$ cat src/rtl/data_register_arbiter.sv
// data_register_arbiter
//   Two-requester round-robin arbiter and sequencer in front of a single-port
//   data register storage array. Each transaction takes IDLE -> ACCESS ->
//   RESPOND; the winner gets a one-cycle ack in RESPOND and, for reads, its
//   rdata register is loaded from the storage's asynchronous read port.
//
// Ports
//   clock, reset            rising-edge clock, synchronous active-high reset
//   reqN/weN/addrN/wdataN   requester N command, held stable until ackN
//   ackN, rdataN            requester N completion pulse and read result
//   mem_*                   storage port (enable, addresses, write/read data)
//   busy                    high while a transaction is in flight
//   grant_id                current or most recent winner
module data_register_arbiter #(
  parameter int ADDR_WIDTH = 8,
  parameter int DATA_WIDTH = 8
) (
  input  logic                  clock,
  input  logic                  reset,
  input  logic                  req0,
  input  logic                  we0,
  input  logic [ADDR_WIDTH-1:0] addr0,
  input  logic [DATA_WIDTH-1:0] wdata0,
  output logic                  ack0,
  output logic [DATA_WIDTH-1:0] rdata0,
  input  logic                  req1,
  input  logic                  we1,
  input  logic [ADDR_WIDTH-1:0] addr1,
  input  logic [DATA_WIDTH-1:0] wdata1,
  output logic                  ack1,
  output logic [DATA_WIDTH-1:0] rdata1,
  output logic                  mem_enable_write,
  output logic [ADDR_WIDTH-1:0] mem_write_addr,
  output logic [ADDR_WIDTH-1:0] mem_read_addr,
  output logic [DATA_WIDTH-1:0] mem_write_data,
  input  logic [DATA_WIDTH-1:0] mem_read_data,
  output logic                  busy,
  output logic                  grant_id
);

  typedef enum logic [1:0] {
    IDLE    = 2'd0,
    ACCESS  = 2'd1,
    RESPOND = 2'd2
  } state_e;

  state_e                state_q, state_d;
  logic                  last_grant_q, last_grant_d;
  logic                  grant_id_q, grant_id_d;
  logic                  mem_we_q, mem_we_d;
  logic [ADDR_WIDTH-1:0] mem_addr_q, mem_addr_d;
  logic [DATA_WIDTH-1:0] mem_wdata_q, mem_wdata_d;
  logic                  ack0_q, ack0_d;
  logic                  ack1_q, ack1_d;
  logic [DATA_WIDTH-1:0] rdata0_q, rdata0_d;
  logic [DATA_WIDTH-1:0] rdata1_q, rdata1_d;
  logic                  busy_q, busy_d;
  logic                  win;

  always_comb begin
    state_d      = state_q;
    last_grant_d = last_grant_q;
    grant_id_d   = grant_id_q;
    mem_we_d     = 1'b0;
    mem_addr_d   = mem_addr_q;
    mem_wdata_d  = mem_wdata_q;
    ack0_d       = 1'b0;
    ack1_d       = 1'b0;
    rdata0_d     = rdata0_q;
    rdata1_d     = rdata1_q;
    busy_d       = busy_q;
    win          = 1'b0;

    unique case (state_q)
      IDLE: begin
        if (req0 || req1) begin
          // A lone request wins outright; under contention the requester
          // that did not win last time is served.
          win          = (req0 && req1) ? ~last_grant_q : req1;
          state_d      = ACCESS;
          busy_d       = 1'b1;
          grant_id_d   = win;
          last_grant_d = win;
          mem_we_d     = win ? we1 : we0;
          mem_addr_d   = win ? addr1 : addr0;
          mem_wdata_d  = win ? wdata1 : wdata0;
        end
      end
      ACCESS: begin
        state_d = RESPOND;
        // The write enable register doubles as the latched command type:
        // it is only ever high during ACCESS and only for writes.
        if (!mem_we_q) begin
          if (grant_id_q) rdata1_d = mem_read_data;
          else            rdata0_d = mem_read_data;
        end
        ack0_d = ~grant_id_q;
        ack1_d = grant_id_q;
      end
      RESPOND: begin
        state_d = IDLE;
        busy_d  = 1'b0;
      end
      default: begin
        state_d = IDLE;
        busy_d  = 1'b0;
      end
    endcase
  end

  always_ff @(posedge clock) begin
    if (reset) begin
      state_q      <= IDLE;
      last_grant_q <= 1'b1;
      grant_id_q   <= 1'b0;
      mem_we_q     <= 1'b0;
      mem_addr_q   <= '0;
      mem_wdata_q  <= '0;
      ack0_q       <= 1'b0;
      ack1_q       <= 1'b0;
      rdata0_q     <= '0;
      rdata1_q     <= '0;
      busy_q       <= 1'b0;
    end else begin
      state_q      <= state_d;
      last_grant_q <= last_grant_d;
      grant_id_q   <= grant_id_d;
      mem_we_q     <= mem_we_d;
      mem_addr_q   <= mem_addr_d;
      mem_wdata_q  <= mem_wdata_d;
      ack0_q       <= ack0_d;
      ack1_q       <= ack1_d;
      rdata0_q     <= rdata0_d;
      rdata1_q     <= rdata1_d;
      busy_q       <= busy_d;
    end
  end

  assign ack0             = ack0_q;
  assign ack1             = ack1_q;
  assign rdata0           = rdata0_q;
  assign rdata1           = rdata1_q;
  assign mem_enable_write = mem_we_q;
  assign mem_write_addr   = mem_addr_q;
  assign mem_read_addr    = mem_addr_q;
  assign mem_write_data   = mem_wdata_q;
  assign busy             = busy_q;
  assign grant_id         = grant_id_q;

endmodule
$ cat config.mk
export PLATFORM = sky130hd
export DESIGN_NAME = data_register_arbiter
export DESIGN_NICKNAME = d
export VERILOG_FILES = /design/src/rtl/data_register_arbiter.sv
export SDC_FILE = /design/constraint.sdc
export NUM_CORES = 1
export LEC_CHECK = 0
export CAP_MARGIN = 0
export CORE_ASPECT_RATIO = 0.8
export CORE_MARGIN = 2
export CORE_UTILIZATION = 30
export CTS_CLUSTER_DIAMETER = 80
export DETAILED_ROUTE_END_ITERATION = 10
export SYNTH_ARGS = -nofsm -noshare
export SYNTH_HDL_FRONTEND = slang
export SYNTH_SLANG_ARGS = --single-unit
$ cat constraint.sdc
create_clock -name clock -period 1.7 [get_ports clock]
set_clock_uncertainty 0.1 [all_clocks]
set_input_delay 0.17 -clock clock [delete_from_list [all_inputs] [get_ports clock]]
set_output_delay 0.17 -clock clock [all_outputs]
set_load 0.005 [all_outputs]
=== After elaboration in Yosys (flattened, before gate mapping) ===
Index checks and enable logic that the tools add are counted.

* Bitwise operators: 6
* Muxes and demuxes: 8
* Equality and inequality tests: 2
* Reduce and logical (&&, ||, !) cells: 9

{| class="wikitable"
|+ Operators with widths
! operator !! number
|-
| 2-to-1 mux 8 bit || 2
|-
| NOT 1 bit || 6
|-
| AND reduction 3 bit || 2
|-
| case mux 2 bit (2 select lines) || 1
|-
| AND reduction 2 bit || 2
|-
| 2-to-1 mux 1 bit || 3
|-
| OR reduction 3 bit || 1
|-
| == test 2 x 1 -> 1 bit (second input constant) || 1
|-
| logical NOT 2 bit || 1
|-
| 2-to-1 mux 2 bit || 1
|-
| != test 2 bit (second input constant) || 1
|-
| case mux 1 bit (2 select lines) || 1
|-
| OR reduction 2 bit || 1
|-
| logical AND 1 bit || 1
|-
| logical OR 1 bit || 1
|}

* Flip-flop bits (word level): 40
* Output and inout port bits: 45

=== Longest topological paths before layout ===
Gate-level depths: netlist of the first run.

* Depth after elaboration: 3
* Mapped depth: 5

=== Worst setup path after synthesis of the first run ===
OpenSTA, ideal clock, no wires.

* Path type: reg-to-reg
* Start: register state_q[1]
* End: register rdata0_q[0], in the netlist rdata0[0]
* Library setup time: 0.132 ns
* Path buffers: 2
* Period minus slack after synthesis: 1.390 ns
* Cell stages (with the launch flop): 6
* Setup slack: 0.310 ns
* Data required time: 1.468 ns
* Arrival: 1.158 ns
* Path through: dfxtp_1 > buf_6 > or4b_1 > buf_2 > nand2_1 > a21oi_1

* Word-level cells in the longest chain between the ends: 2

{| class="wikitable"
|+ Ends and longest elaborated chain
! what !! RTL line !! source
|-
| start: declaration || 47 || <nowiki>state_e state_q, state_d;</nowiki>
|-
| start signal: assignment || 125 || <nowiki>state_q <= state_d;</nowiki>
|-
| == test 2 x 1 -> 1 bit || 74 || <nowiki>unique case (state_q)</nowiki>
|-
| AND reduction 3 bit (no source line) || n/a ||
|-
| end signal: assignment || 133 || <nowiki>rdata0_q <= rdata0_d;</nowiki>
|-
| end: declaration || 55 || <nowiki>logic [DATA_WIDTH-1:0] rdata0_q, rdata0_d;</nowiki>
|}

No other way between the ends.
A chain may end at the register's enable or synchronous reset.

=== Final worst setup path of the first run ===
* Start: register grant_id_q, in the netlist grant_id
* End: output grant_id

{| class="wikitable"
|+ RTL lines
! what !! RTL line !! source
|-
| start: declaration || 49 || <nowiki>logic grant_id_q, grant_id_d;</nowiki>
|-
| start signal: assignment || 127 || <nowiki>grant_id_q <= grant_id_d;</nowiki>
|-
| end: declaration || 38 || <nowiki>output logic grant_id</nowiki>
|}

No word-level cell between the ends.

==> results.txt, run 1 <==
----------------------------------------------------
[Status]
  Result of the run ... complete, no violations

[Clock tree]
  CTS root buf ... sky130_fd_sc_hd__clkbuf_8
  Clock transition time at the flip-flop clock pins of the worst setup and hold paths ... 80 ps
  Htree depth ... 2
  Num CTS Buffers ... 5
  Clk sink count ... 40
  Post-CTS Hold Fix Bufs ... 0
  Later-pin clock latency in the skew report ... 300 ps
  CTS max path bufs ... 2
  CTS tree ... done

[Pwr]
  Max rail drop VDD ... 0.340 mV
  Total power per unit cell area ... 889 mW/mm2
  Leakage ... 1.04 nW

[Worst setup path]
  Startpoint of the worst setup timing path ... grant_id
  Worst stage delay on the critical path ... 540 ps
  Maximum fanout along the worst path ... 6
  Worst-path cell chain ... clkdlybuf4s50_1
  Beginning of the worst register-to-register path ... state_q[0]
  Worst path required time ... 1430 ps
  Slowest stage cell, crit path ... sky130_fd_sc_hd__clkdlybuf4s50_1
  Gate family responsible for the most delay along the worst path ... buffers and inverters
  Worst path arrival time ... 1250 ps
  Start-to-end type of the worst setup path ... flop to output pin
  Type of destination of the critical path ... output pin
  Critical path buffer and inverter count ... 1
  Startpoint types ... flop

[Placement]
  Total placed instance area ... 0.00267 mm2
  Total half-perimeter wirelength after legalization and detailed placement ... 3310 um
  Final RePlAce weighted congestion ... 0.714
  Post-placement setup slack ... -413 ps
  Count of input and output buffers ... 90

[Layout]
  Post-Layout Inst Area ... 0.00279 mm2
  Antenna diodes ... 0
  Share of the core filled with cells ... 0.514
  Layout cells sized above 1 ... 0.0935
  Count of nets after finishing ... 323
  Layout overhead on the synthesized area ... 65.2%

[Timing]
  Ratio of final minimum period to clock period ... 0.895
  Final setup violation count ... 0
  Number of pins with negative max-slew slack in the final report ... 0
  Number of hold violations in the final report ... 0
  RSZ-0062 raised after global routing ... no
  Final worst-path setup slack ... 179 ps
  Slew at the pin with the worst max-slew slack ... 722 ps
  Fmax achieved ... 657 MHz
  Post-layout minimum cycle time ... 1520 ps
  Max-Slew Margin vs Limit ... 0.518
  Final-layout worst hold slack ... 333 ps

[Routing]
  Number of detailed-route iterations in the first pass ... 4
  Wire length reported by the detailed router ... 4660 um
  DR DRC count ... 0
  Number of nets with antenna violations after detailed routing ... 0
  DRC marker count from the first detailed-route iteration ... 55
  Routed vias ... 1605
  Vias per std cell ... 4.51
  Routed wirelength normalized by instance count ... 13.1 um

[Yosys]
  Number of nets in the synthesized netlist ... 235
  Cell type contributing the most total cell area after synthesis ... sky130_fd_sc_hd__dfxtp_1
  Netlist Area Pre-Place ... 0.00169 mm2
  Number of synthesized flops with an enable pin ... 0
  Area share of the leading cell type in the synthesized netlist ... 0.473
  Most numerous cell in the Yosys netlist ... sky130_fd_sc_hd__nand2_1
  Most frequent cells after synthesis ... sky130_fd_sc_hd__nand2_1, sky130_fd_sc_hd__dfxtp_1, sky130_fd_sc_hd__a21oi_1, sky130_fd_sc_hd__a311oi_1, sky130_fd_sc_hd__buf_4
  Number of storage elements in the synthesis netlist ... 40
  Synth warn ... 0
  Ys async rst share ... 0
  Dominant register cell in the synthesized netlist ... sky130_fd_sc_hd__dfxtp_1
  Cells taking the most area after synthesis ... sky130_fd_sc_hd__dfxtp_1, sky130_fd_sc_hd__nand2_1, sky130_fd_sc_hd__a311oi_1, sky130_fd_sc_hd__a21oi_1, sky130_fd_sc_hd__mux2i_1
  Share of the yosys chip area belonging to registers ... 0.473
  Synthesized netlist cell count ... 189
  Synth unique cells ... 26
  Synthesized area per cell ... 8.95 um2

[Die]
  Starting Density ... 0.311
  Core Rows ... 24
  Die Area ... 0.00626 mm2
  X dimension of the die ... 88.0 um
  Core ar. ... 0.00544 mm2
  Boundary pin count ... 91
  Vert. Die Dim ... 71.2 um

[Global route]
  Most used routing layer in global routing ... met1
  Met2 capacity usage during global routing ... 0.224
  Global-route congestion overflow total ... 0
  First-pass GRT wire length ... 7610 um
  Antenna violations before repair ... 0
  Global-route track usage on met3 ... 0.0397
  Routing usage on met1 ... 0.226
  Pin count of the biggest net entering global routing ... 26
  Number of global-route vias before repair ... 1595
  Overall routing resource usage ... 0.157

[Min path]
  Worst hold path type ... input port to flop
  Hold Crit Start ... addr0[6]

[Run]
  Maxcap violations ... 0

----------------------------------------------------
[power breakdown]
part / total, mW / switching, mW / leakage [nW] / internal (mW)
clock: 0.852 / 0.334 / 0.0645 / 0.518
sequential: 1.06 / 0.0502 / 0.329 / 1.01
combinational: 0.571 / 0.214 / 0.647 / 0.357
total: 2.48 / 0.598 / 1.04 / 1.89
[worst paths after layout]
path | to | slack (ps) | cells past startpoint
max reg2reg | mem_write_data[5] | 180 | 3
min | mem_read_addr[6] | 330 | 3
min reg2reg | rdata0[1] | 360 | 2
max | grant_id | 180 | 1
[logic make-up after synthesis]
kind of cell | Yosys count | share of synthesized area
AOI/OAI and AO/OA | 48 | 0.195
and+or+nand+nor | 69 | 0.182
buffers and inverters | 23 | 0.0969
muxes | 9 | 0.0533
DFF | 40 | 0.473
[cells in the final DEF (no fill, tap or decap)]
cell type and count:
sky130_fd_sc_hd__a21bo_1 1, sky130_fd_sc_hd__a21boi_4 1, sky130_fd_sc_hd__a21oi_1 25, sky130_fd_sc_hd__a311oi_1 16
sky130_fd_sc_hd__and2_1 1, sky130_fd_sc_hd__and3_1 1, sky130_fd_sc_hd__and4bb_2 1, sky130_fd_sc_hd__buf_12 3
sky130_fd_sc_hd__buf_4 10, sky130_fd_sc_hd__bufinv_16 1, sky130_fd_sc_hd__clkbuf_8 7, sky130_fd_sc_hd__clkdlybuf4s50_1 90
sky130_fd_sc_hd__clkinv_1 1, sky130_fd_sc_hd__dfxtp_1 40, sky130_fd_sc_hd__mux2i_1 9, sky130_fd_sc_hd__nand2_1 49
sky130_fd_sc_hd__nand3_1 1, sky130_fd_sc_hd__nand3b_1 1, sky130_fd_sc_hd__nor2_1 10, sky130_fd_sc_hd__nor2_2 1
sky130_fd_sc_hd__nor2b_1 1, sky130_fd_sc_hd__nor3_1 1, sky130_fd_sc_hd__nor4b_4 1, sky130_fd_sc_hd__o21a_1 1
sky130_fd_sc_hd__o21ai_0 2, sky130_fd_sc_hd__o21ba_2 1, sky130_fd_sc_hd__o21bai_1 1, sky130_fd_sc_hd__or4b_1 1
[flip-flops by register name, indices dropped and copies added, names as in the netlist]
signal / cells
ack0: 1
ack1: 1
busy: 1
grant_id: 1
last_grant_q: 1
mem_enable_write: 1
mem_read_addr: 8
mem_write_data: 8
rdata0: 8
rdata1: 8
state_q: 2
[area by class of cell]
cell class,count,area [um2]
clock buffers,7,96.3
clock inverters,1,30.0
fillers,513,2640
inverters,1,3.75
multi-input cells,126,729
flip-flops and latches,40,801
well taps,78,97.6
repair buffers,103,1040
[per-layer routing]
layer,up-vias,part of all wire
met3,7,0.057
li1,821,-
met1,725,0.49
met5,-,0
met2,52,0.44
met4,0,0.015
[metrics by stage]
| stage | total power, mW | setup TNS (ps) | std cells |
|---|---|---|---|
| 6_report | 2.48 | 0 | 356 |
| 5_1_grt | 2.61 | 0 | 356 |
| 4_1_cts | 2.52 | 0 | 356 |
| 3_5_place_dp | 1.66 | -6270 | 348 |
| 3_3_place_gp | 1.65 | -5470 | 348 |
| 2_1_floorplan | 1.33 | 0 | 189 |
[timing repair]
item | 4_1_cts | 5_1_grt
setup buffers | 0 | 0
endpoints found under the setup margin | 16 | 0
gates resized for setup | 1 | 0
(Power assumes the default switching activity.)
==> run 2, diff against run 1 <==
--- a/config.mk
+++ b/config.mk
@@ -6,11 +6,14 @@
 export NUM_CORES = 1
 export LEC_CHECK = 0
 export CAP_MARGIN = 0
+export CELL_PAD_IN_SITES_DETAIL_PLACEMENT = 1
+export CELL_PAD_IN_SITES_GLOBAL_PLACEMENT = 1
 export CORE_ASPECT_RATIO = 0.8
 export CORE_MARGIN = 2
-export CORE_UTILIZATION = 30
+export CORE_UTILIZATION = 29
 export CTS_CLUSTER_DIAMETER = 80
 export DETAILED_ROUTE_END_ITERATION = 10
+export PLACE_DENSITY = 0.9
 export SYNTH_ARGS = -nofsm -noshare
 export SYNTH_HDL_FRONTEND = slang
 export SYNTH_SLANG_ARGS = --single-unit
==> constraint.sdc (replaced) <==
create_clock -name clock -period 1.8 [get_ports clock]
set_clock_uncertainty 0.1 [all_clocks]
set_input_delay 0.18 -clock clock [delete_from_list [all_inputs] [get_ports clock]]
set_output_delay 0.18 -clock clock [all_outputs]
set_load 0.005 [all_outputs]
==> run 2 against run 1 <==
Effect of this change:
- sequential share of layout area about the same
- flip-flop and latch count unchanged
- register-to-register slack got worse by 30 ps
- largest cell class unchanged
- setup slack got worse by 28 ps
- critical path type is now flop to flop
- critical endpoint is now mem_read_addr[5]
- clock-buffer cell count decreased by 2
- critical path depth increased by 2
- non-clock buffer count decreased by 3
- global-route usage increased by 2.0 points
- power increased by 2.7%
- combinational power decreased by 7.2%
- die area increased by 3.3%
==> results.txt, run 2 (synthesis results as in run 1) <==
----------------------------------------------------
[Status]
  Result of the run ... complete, no violations

[Worst setup path]
  Worst path required time ... 1820 ps
  Gate family responsible for the most delay along the worst path ... simple AND/OR/NAND/NOR gates
  Worst path arrival time ... 1670 ps
  Type of destination of the critical path ... flop
  Critical path buffer and inverter count ... 0
  FF-to-FF setup slack ... 150 ps
  Worst stage delay on the critical path ... 530 ps
  Start-to-end type of the worst setup path ... flop to flop
  Slowest stage cell, crit path ... sky130_fd_sc_hd__nor2_2
  Startpoint types ... flop
  Worst-path cell chain ... o21bai_1 > nor2_2 > a311oi_1
  Maximum fanout along the worst path ... 16

[Pwr]
  Power after layout ... 2.55 mW
  Max rail drop VDD ... 0.407 mV
  Leakage ... 1.03 nW
  Total power per unit cell area ... 914 mW/mm2

[Clock tree]
  Clk sink count ... 40
  CTS tree ... done
  Htree depth ... 2
  Later-pin clock latency in the skew report ... 290 ps
  Post-CTS Hold Fix Bufs ... 0
  Clock transition time at the flip-flop clock pins of the worst setup and hold paths ... 80 ps
  Setup repair bufs after CTS ... 0
  CTS root buf ... sky130_fd_sc_hd__clkbuf_8
  Num CTS Buffers ... 5
  CTS max path bufs ... 2

[Min path]
  Worst hold path type ... input port to flop

[Timing]
  Post-layout minimum cycle time ... 1650 ps
  Number of pins with negative max-slew slack in the final report ... 0
  Ratio of final minimum period to clock period ... 0.916
  Final-layout worst hold slack ... 365 ps
  Slew at the pin with the worst max-slew slack ... 660 ps
  Fmax achieved ... 606 MHz
  Number of hold violations in the final report ... 0
  Max-Slew Margin vs Limit ... 0.560
  Final setup violation count ... 0
  RSZ-0062 raised after global routing ... no
  Final worst-path setup slack ... 151 ps

[Routing]
  Vias per std cell ... 4.69
  Number of detailed-route iterations in the first pass ... 4
  Routed wirelength normalized by instance count ... 15.4 um
  DR DRC count ... 0
  DRC marker count from the first detailed-route iteration ... 41
  Wire length reported by the detailed router ... 5450 um
  Number of nets with antenna violations after detailed routing ... 0
  Routed vias ... 1656

[Run]
  Maxcap violations ... 0

[Die]
  Starting Density ... 0.306
  Core Rows ... 24
  Boundary pin count ... 91
  Core ar. ... 0.00553 mm2
  X dimension of the die ... 89.4 um
  Die Area ... 0.00646 mm2
  Vert. Die Dim ... 72.3 um

[Layout]
  Layout overhead on the synthesized area ... 65.0%
  Top library cells by usage in the layout, fill and taps aside ... sky130_fd_sc_hd__clkdlybuf4s50_1, sky130_fd_sc_hd__nand2_1, sky130_fd_sc_hd__dfxtp_1
  Antenna diodes ... 0
  Count of nets after finishing ... 320
  Most frequent standard cell in the layout excluding fill and tap cells ... sky130_fd_sc_hd__clkdlybuf4s50_1
  Fillers ... 667
  Layout cells sized above 1 ... 0.0836

[Global route]
  Pin count of the biggest net entering global routing ... 20
  Global-route congestion overflow total ... 0
  Antenna violations before repair ... 0
  Overall routing resource usage ... 0.177
  Number of global-route vias before repair ... 1759
  First-pass GRT wire length ... 8830 um

[Placement]
  Post-placement setup slack ... -275 ps
  Total half-perimeter wirelength after legalization and detailed placement ... 4000 um
  Final RePlAce weighted congestion ... 0.729
  Count of input and output buffers ... 90

----------------------------------------------------
[run 2: cell count changes in the layout (fill, tap and decap cells not counted)]
cell	before	now
sky130_fd_sc_hd__buf_12	3	2
sky130_fd_sc_hd__buf_4	10	8
sky130_fd_sc_hd__bufinv_16	1	3
sky130_fd_sc_hd__clkbuf_8	7	5
[run 2: final cells by class]
class                      count  area, um2  area share
timing repair buffer         100       1000       0.359
sequential                    40        801       0.287
multi-input combinational    126        729       0.261
tap                           78       97.6      0.0350
clock inverter                 3       90.1      0.0323
clock buffer                   5       68.8      0.0247
inverter                       1       3.75     0.00134
[run 2: through the flow]
step / cells / util / area (um2) / TNS (ps)
6_report: 353 / 0.505 / 2790 / 0
5_1_grt: 353 / 0.505 / 2790 / 0
4_1_cts: 353 / 0.505 / 2790 / 0
3_5_place_dp: 345 / 0.476 / 2630 / -3800
3_3_place_gp: 345 / 0.476 / 2630 / -2650
2_1_floorplan: 189 / - / 1690 / 0
[run 2: tightest hold or removal path, cell delays in order]
cell and delay (ps):
sky130_fd_sc_hd__clkdlybuf4s50_1 390, sky130_fd_sc_hd__nand2_1 60, sky130_fd_sc_hd__a311oi_1 70
[run 2: worst paths after layout]
check | startpoint | to | cells after the start
min reg2reg | rdata0[3] | rdata0[3] | 2
min | wdata0[1] | mem_write_data[1] | 3
max reg2reg | state_q[0] | mem_read_addr[5] | 3
max | state_q[0] | mem_read_addr[5] | 3
[run 2: power by group]
part / switching, mW / internal, mW
Combinational: 0.207 / 0.323
Clock: 0.319 / 0.694
Sequential: 0.0542 / 0.954
Total: 0.580 / 1.97
[run 2: metal layers]
layer	track usage	up-vias	share of wire
met4	0.0448	0	0.011
met5	0	-	0
met3	0.0341	4	0.053
met2	0.284	50	0.48
li1	-	821	-
met1	0.245	781	0.46
[run 2: what timing repair did]
action                                 4_1_cts  5_1_grt
endpoints found under the hold margin        0        0
resized for setup                            1        0
setup endpoints to repair                   16        0
